`src/rtl/gcn_matrix_fetch.sv`:
```
// Read initiator for the GCN matrix memory: fetches every weight row, then every
// feature row, and hands each captured row downstream over a valid/ready handshake.
module gcn_matrix_fetch #(
  parameter int WEIGHT_ROWS   = 96,
  parameter int WEIGHT_WIDTH  = 5,
  parameter int WEIGHT_COLS   = 3,
  parameter int FEATURE_ROWS  = 6,
  parameter int ADDRESS_WIDTH = 13,
  parameter logic [ADDRESS_WIDTH-1:0] FEATURE_BASE = 13'h200,
  parameter int IDX_WIDTH = $clog2((WEIGHT_COLS > FEATURE_ROWS) ? WEIGHT_COLS : FEATURE_ROWS)
) (
  input  logic                                clk,
  input  logic                                reset,
  input  logic                                start,
  input  logic [WEIGHT_ROWS*WEIGHT_WIDTH-1:0] data_in,
  output logic [ADDRESS_WIDTH-1:0]            read_address,
  output logic                                enable_read,
  output logic                                row_valid,
  input  logic                                row_ready,
  output logic [WEIGHT_ROWS*WEIGHT_WIDTH-1:0] row_data,
  output logic                                row_is_feature,
  output logic [IDX_WIDTH-1:0]                row_index,
  output logic                                busy,
  output logic                                done
);

  typedef enum logic [1:0] {IDLE, FETCH, DRAIN, DONE} state_t;

  state_t                            state_q, state_d;
  logic [ADDRESS_WIDTH-1:0]          addr_q, addr_d;
  logic                              valid_q, valid_d;
  logic [WEIGHT_ROWS*WEIGHT_WIDTH-1:0] data_q, data_d;
  logic                              tag_feat_q, tag_feat_d;
  logic [IDX_WIDTH-1:0]              tag_idx_q, tag_idx_d;
  // Counter and type describe the row being fetched, which runs one ahead of the emitted tag.
  logic [IDX_WIDTH-1:0]              cnt_q, cnt_d;
  logic                              fetch_feat_q, fetch_feat_d;
  logic                              en;

  assign en = (state_q == FETCH) && (!valid_q || row_ready);

  always_comb begin
    state_d      = state_q;
    addr_d       = addr_q;
    valid_d      = valid_q;
    data_d       = data_q;
    tag_feat_d   = tag_feat_q;
    tag_idx_d    = tag_idx_q;
    cnt_d        = cnt_q;
    fetch_feat_d = fetch_feat_q;
    case (state_q)
      IDLE: if (start) begin
        state_d      = FETCH;
        addr_d       = '0;
        cnt_d        = '0;
        fetch_feat_d = 1'b0;
        tag_feat_d   = 1'b0;
      end
      FETCH: if (en) begin
        data_d     = data_in;
        valid_d    = 1'b1;
        tag_idx_d  = cnt_q;
        tag_feat_d = fetch_feat_q;
        if (!fetch_feat_q) begin
          if (cnt_q == IDX_WIDTH'(WEIGHT_COLS-1)) begin
            addr_d       = FEATURE_BASE;
            fetch_feat_d = 1'b1;
            cnt_d        = '0;
          end else begin
            addr_d = addr_q + ADDRESS_WIDTH'(1);
            cnt_d  = cnt_q + IDX_WIDTH'(1);
          end
        end else if (cnt_q == IDX_WIDTH'(FEATURE_ROWS-1)) begin
          state_d = DRAIN;  // address stays on the last feature row
        end else begin
          addr_d = addr_q + ADDRESS_WIDTH'(1);
          cnt_d  = cnt_q + IDX_WIDTH'(1);
        end
      end
      DRAIN: if (valid_q && row_ready) begin
        valid_d = 1'b0;
        state_d = DONE;
      end
      DONE: if (!start) state_d = IDLE;
      default: state_d = IDLE;
    endcase
  end

  always_ff @(posedge clk or negedge reset) begin
    if (!reset) begin
      state_q      <= IDLE;
      addr_q       <= '0;
      valid_q      <= 1'b0;
      data_q       <= '0;
      tag_feat_q   <= 1'b0;
      tag_idx_q    <= '0;
      cnt_q        <= '0;
      fetch_feat_q <= 1'b0;
    end else begin
      state_q      <= state_d;
      addr_q       <= addr_d;
      valid_q      <= valid_d;
      data_q       <= data_d;
      tag_feat_q   <= tag_feat_d;
      tag_idx_q    <= tag_idx_d;
      cnt_q        <= cnt_d;
      fetch_feat_q <= fetch_feat_d;
    end
  end

  assign read_address   = addr_q;
  assign enable_read    = en;
  assign row_valid      = valid_q;
  assign row_data       = data_q;
  assign row_is_feature = tag_feat_q;
  assign row_index      = tag_idx_q;
  assign busy           = (state_q == FETCH) || (state_q == DRAIN);
  assign done           = (state_q == DONE);

endmodule
```
`config.mk`:
```
export PLATFORM = sky130hd
export DESIGN_NAME = gcn_matrix_fetch
export DESIGN_NICKNAME = d
export VERILOG_FILES = /design/src/rtl/gcn_matrix_fetch.sv
export SDC_FILE = /design/constraint.sdc
export NUM_CORES = 1
export LEC_CHECK = 0
export ABC_AREA = 1
export BUFFER_PORTS_ARGS = -buffer_cell sky130_fd_sc_hd__clkbuf_2
export CORE_AREA = 2 2 380 382
export CTS_CLUSTER_SIZE = 40
export DETAILED_ROUTE_END_ITERATION = 8
export DIE_AREA = 0 0 382 384
export HOLD_SLACK_MARGIN = 0.03
export SETUP_SLACK_MARGIN = 0.05
export SLEW_MARGIN = 20
export SYNTH_ARGS = -nofsm -noshare
export SYNTH_HDL_FRONTEND = slang
export SYNTH_SLANG_ARGS = --single-unit
export TNS_END_PERCENT = 50
```
`constraint.sdc`:
```
create_clock -name clk -period 1.9 [get_ports clk]
set_clock_uncertainty 0.2 [all_clocks]
set_input_delay 0.38 -clock clk [delete_from_list [all_inputs] [get_ports clk]]
set_output_delay 0.38 -clock clk [all_outputs]
set_load 0.03 [all_outputs]
```
==> metrics.txt <==
Placer Congestion 0.874; die area 147000 um^2; initial antenna violation count 86; min-delay worst type in2reg; largest family of logic cells by synthesized area simple AND/OR/NAND/NOR gates; vias per cell 3.91; share of cells above drive strength 1 47.6%; Starting Density 13.7%; final setup vio count 453; Final nets 4468; post-route cell area 43000 um^2; Leakage Power 0.0224 uW; total global routing overflow 0; Fillers 14300; Root Driver clkbuf_16; setup ws final -0.358 ns; Peak VDD IR 1.02 mV; largest net degree at the start of global routing 94; Iteration-0 DRC Markers 1297; CTS tree yes; Post-Synthesis Cells 2220; WS Path Type reg2out; unrepaired setup endpoints after global routing yes; number of buffers created by CTS 61; simple-gate share of the synthesized area 30.1%; Mapped Nets 2712; GR Layer Usage met3 5.89%; die width 382 um; vias in the first global route 22700; die height 384 um; worst-margin pin slew 0.527 ns; final antenna-violating net count 0; met2 Track Usage GR 26.9%; Clk pin slew, worst setup/hold paths 0.06 ns; Distinct cells, synth 29; pwr/cell area 1890 nW/um^2; failing checks setup timing; routed length per instance 23.1 um; Global Route Usage Sum 16.7%; Max Freq 0.443 GHz; Core ar. 143000 um^2; Post-Synth XOR/XNOR Area 0.0896%; I/O Buffers 984; CTS H-tree lvls 2; Syn-to-layout area delta 120%; post-synthesis compound-gate area fraction 0.749%; Mapped Area 19600 um^2; Yosys warnings 0; Top Ports 985; hpwl dp 95.4 mm; Synth Register Bits 504; drt pass-1 iters 5; Vias 23300; register cell area after layout 12600 um^2; critical path required time 1.32 ns; maximum fanout along the worst path 2; Worst EP arrival 1.68 ns; GRT Max-Usage Layer met2; clock tree buffer depth 3; Multi-input gate area 8200 um^2; FP Rows 139; cell accounting for the most synthesized area dfrtp_1; sequential share of the synthesized area 64.5%; remaining routing DRC violations 0; Synth Area per Inst 8.81 um^2; Post-synth EDFFs 0; mux cell area share after synthesis 0%; top-area cell type share of the netlist area 64.5%; Slew Limit Fails 0; first-pass GRT wire length 174 mm; ys async rst share 100%; area share of fa/ha/maj cells after synthesis 0.512%; Final Hold Vio Count 0; fin crit period 2.26 ns; Slew HR 64.9%; top cells by area, synth dfrtp_1 64%, nand2_1 29%, buf_2 1.5%; clock latency at the later pin of the worst-skew pair 0.68 ns; Final Cycle Share 119%; met1 GRT Util 20.3%; Post-Place Cell Area 27300 um^2; Startpoint Class flip-flop; CTS Sinks 504; top_reg_cell synth dfrtp_1; Routed WL 138 mm; Crit. End Element primary output; Max-cap violations 0; final core occ 30.1%; status complete, but fails checks
-- cells in the mapped netlist (3+ instances only) --
cell / n
nand3_1: 8
buf_2: 59
buf_6: 7
nand2_4: 4
nor2_1: 16
nor2_4: 4
inv_1: 27
buf_1: 3
o21ai_0: 14
buf_4: 39
dfrtp_1: 504
nor2_2: 3
a21oi_1: 5
nand2_1: 1500
ha_1: 8
-- layout by cell type (no fill, tap or decap), drive strengths merged --
master / netlist / layout
dfrtp: 504 / 504
nand4: 2 / 2
buf: 108 / 282
o21a: 1 / 1
diode: 0 / 36
bufinv: 0 / 10
xor2: 1 / 1
bufbuf: 0 / 2
nor2: 23 / 23
xnor2: 1 / 1
nand3: 9 / 9
nand2: 1505 / 1505
o21bai: 2 / 2
clkbuf: 0 / 1116
dlygate4sd3: 0 / 484
nor3: 2 / 2
ha: 8 / 8
nand3b: 1 / 1
inv: 30 / 34
a21oi: 5 / 5
clkinvlp: 0 / 5
o22ai: 1 / 1
o21ai: 17 / 17
clkinv: 0 / 12
-- worst max-delay path, stage by stage (launching register included) --
cell       delay [ns]
dfrtp_1          0.40
buf_6            0.13
inv_4            0.04
ha_4             0.27
clkbuf_16        0.16
-- layout make-up --
| type | instances | area share, % |
|---|---|---|
| Antenna cell | 36 | 0.209 |
| Clock buffer | 83 | 4.09 |
| Clock inverter | 31 | 1.15 |
| Inverter | 30 | 0.305 |
| Multi-Input combinational cell | 1578 | 19.1 |
| Sequential cell | 504 | 29.3 |
| Tap cell | 1903 | 5.53 |
| Timing Repair Buffer | 1801 | 40.3 |
-- repair_timing --
item | in CTS | in global routing
resized for setup | 668 | 733
setup buffers | 111 | 39
pin swaps | 12 | 148
endpoints found under the hold margin | 991 | 0
cloned | 28 | 64
endpoints found under the setup margin | 831 | 984
hold buffers | 484 | 0
-- registers in the layout, indices dropped and copies added (netlist names) --
name / count
cnt_q: 3
read_address: 13
row_valid: 1
row_is_feature: 1
row_index: 3
row_data: 480
state_q: 2
fetch_feat_q: 1
-- per-stage QoR --
stage / setup TNS [ns] / std cells / hold WS, ns / setup WS [ns] / total power [uW]
floorplan: 0 / 2220 / -0.116 / 0.0754 / 36800
global placement: -0.300 / 5105 / 0.0612 / -0.0397 / 49900
detailed placement: -0.353 / 5105 / 0.0625 / -0.0359 / 50200
CTS: -23.68 / 5842 / 0.0835 / -0.429 / 74100
global route: -68.71 / 5957 / 0.199 / -0.436 / 85100
finish: -33.38 / 5966 / 0.162 / -0.358 / 81400
-- kinds of logic (layout without fill, tap and decap cells) --
group | after synthesis | count (layout)
adders and majority gates | 8 | 8
and+or+nand+nor | 1542 | 1542
xor gates and xnor gates | 2 | 2
DFF | 504 | 504
AOI/OAI and AO/OA | 26 | 26
other | 0 | 36
buffers and inverters | 138 | 1945
-- metal layers --
layer,wire (um),share of wire [%],vias to the layer above
li1,-,-,10300
met4,6700,4.9,72
met2,64800,47,1136
met1,54100,39,11500
met5,453,0.33,-
met3,11900,8.6,353
-- report_power, final --
part	internal, uW	switching [uW]
registers	15800	4100
logic	20300	28000
clock network	7880	5260
-- worst paths after layout --
path | start | end | slack (ns) | cells after the start
max | state_q[0]$_DFFE_PN0P_ | busy | -0.36 | 4
min | row_ready | fetch_feat_q$_DFFE_PN0P_ | 0.16 | 7
max reg2reg | state_q[1]$_DFFE_PN0P_ | row_data[15]$_DFFE_PN0P_ | -0.18 | 11
min reg2reg | row_data[448]$_DFFE_PN0P_ | row_data[448]$_DFFE_PN0P_ | 0.28 | 2
max in group asynchronous | reset | row_data[40]$_DFFE_PN0P_ | 0.69 | 3
min in group asynchronous | reset | row_data[157]$_DFFE_PN0P_ | 0.22 | 3
Note: power is estimated with default switching activity, not from simulation.
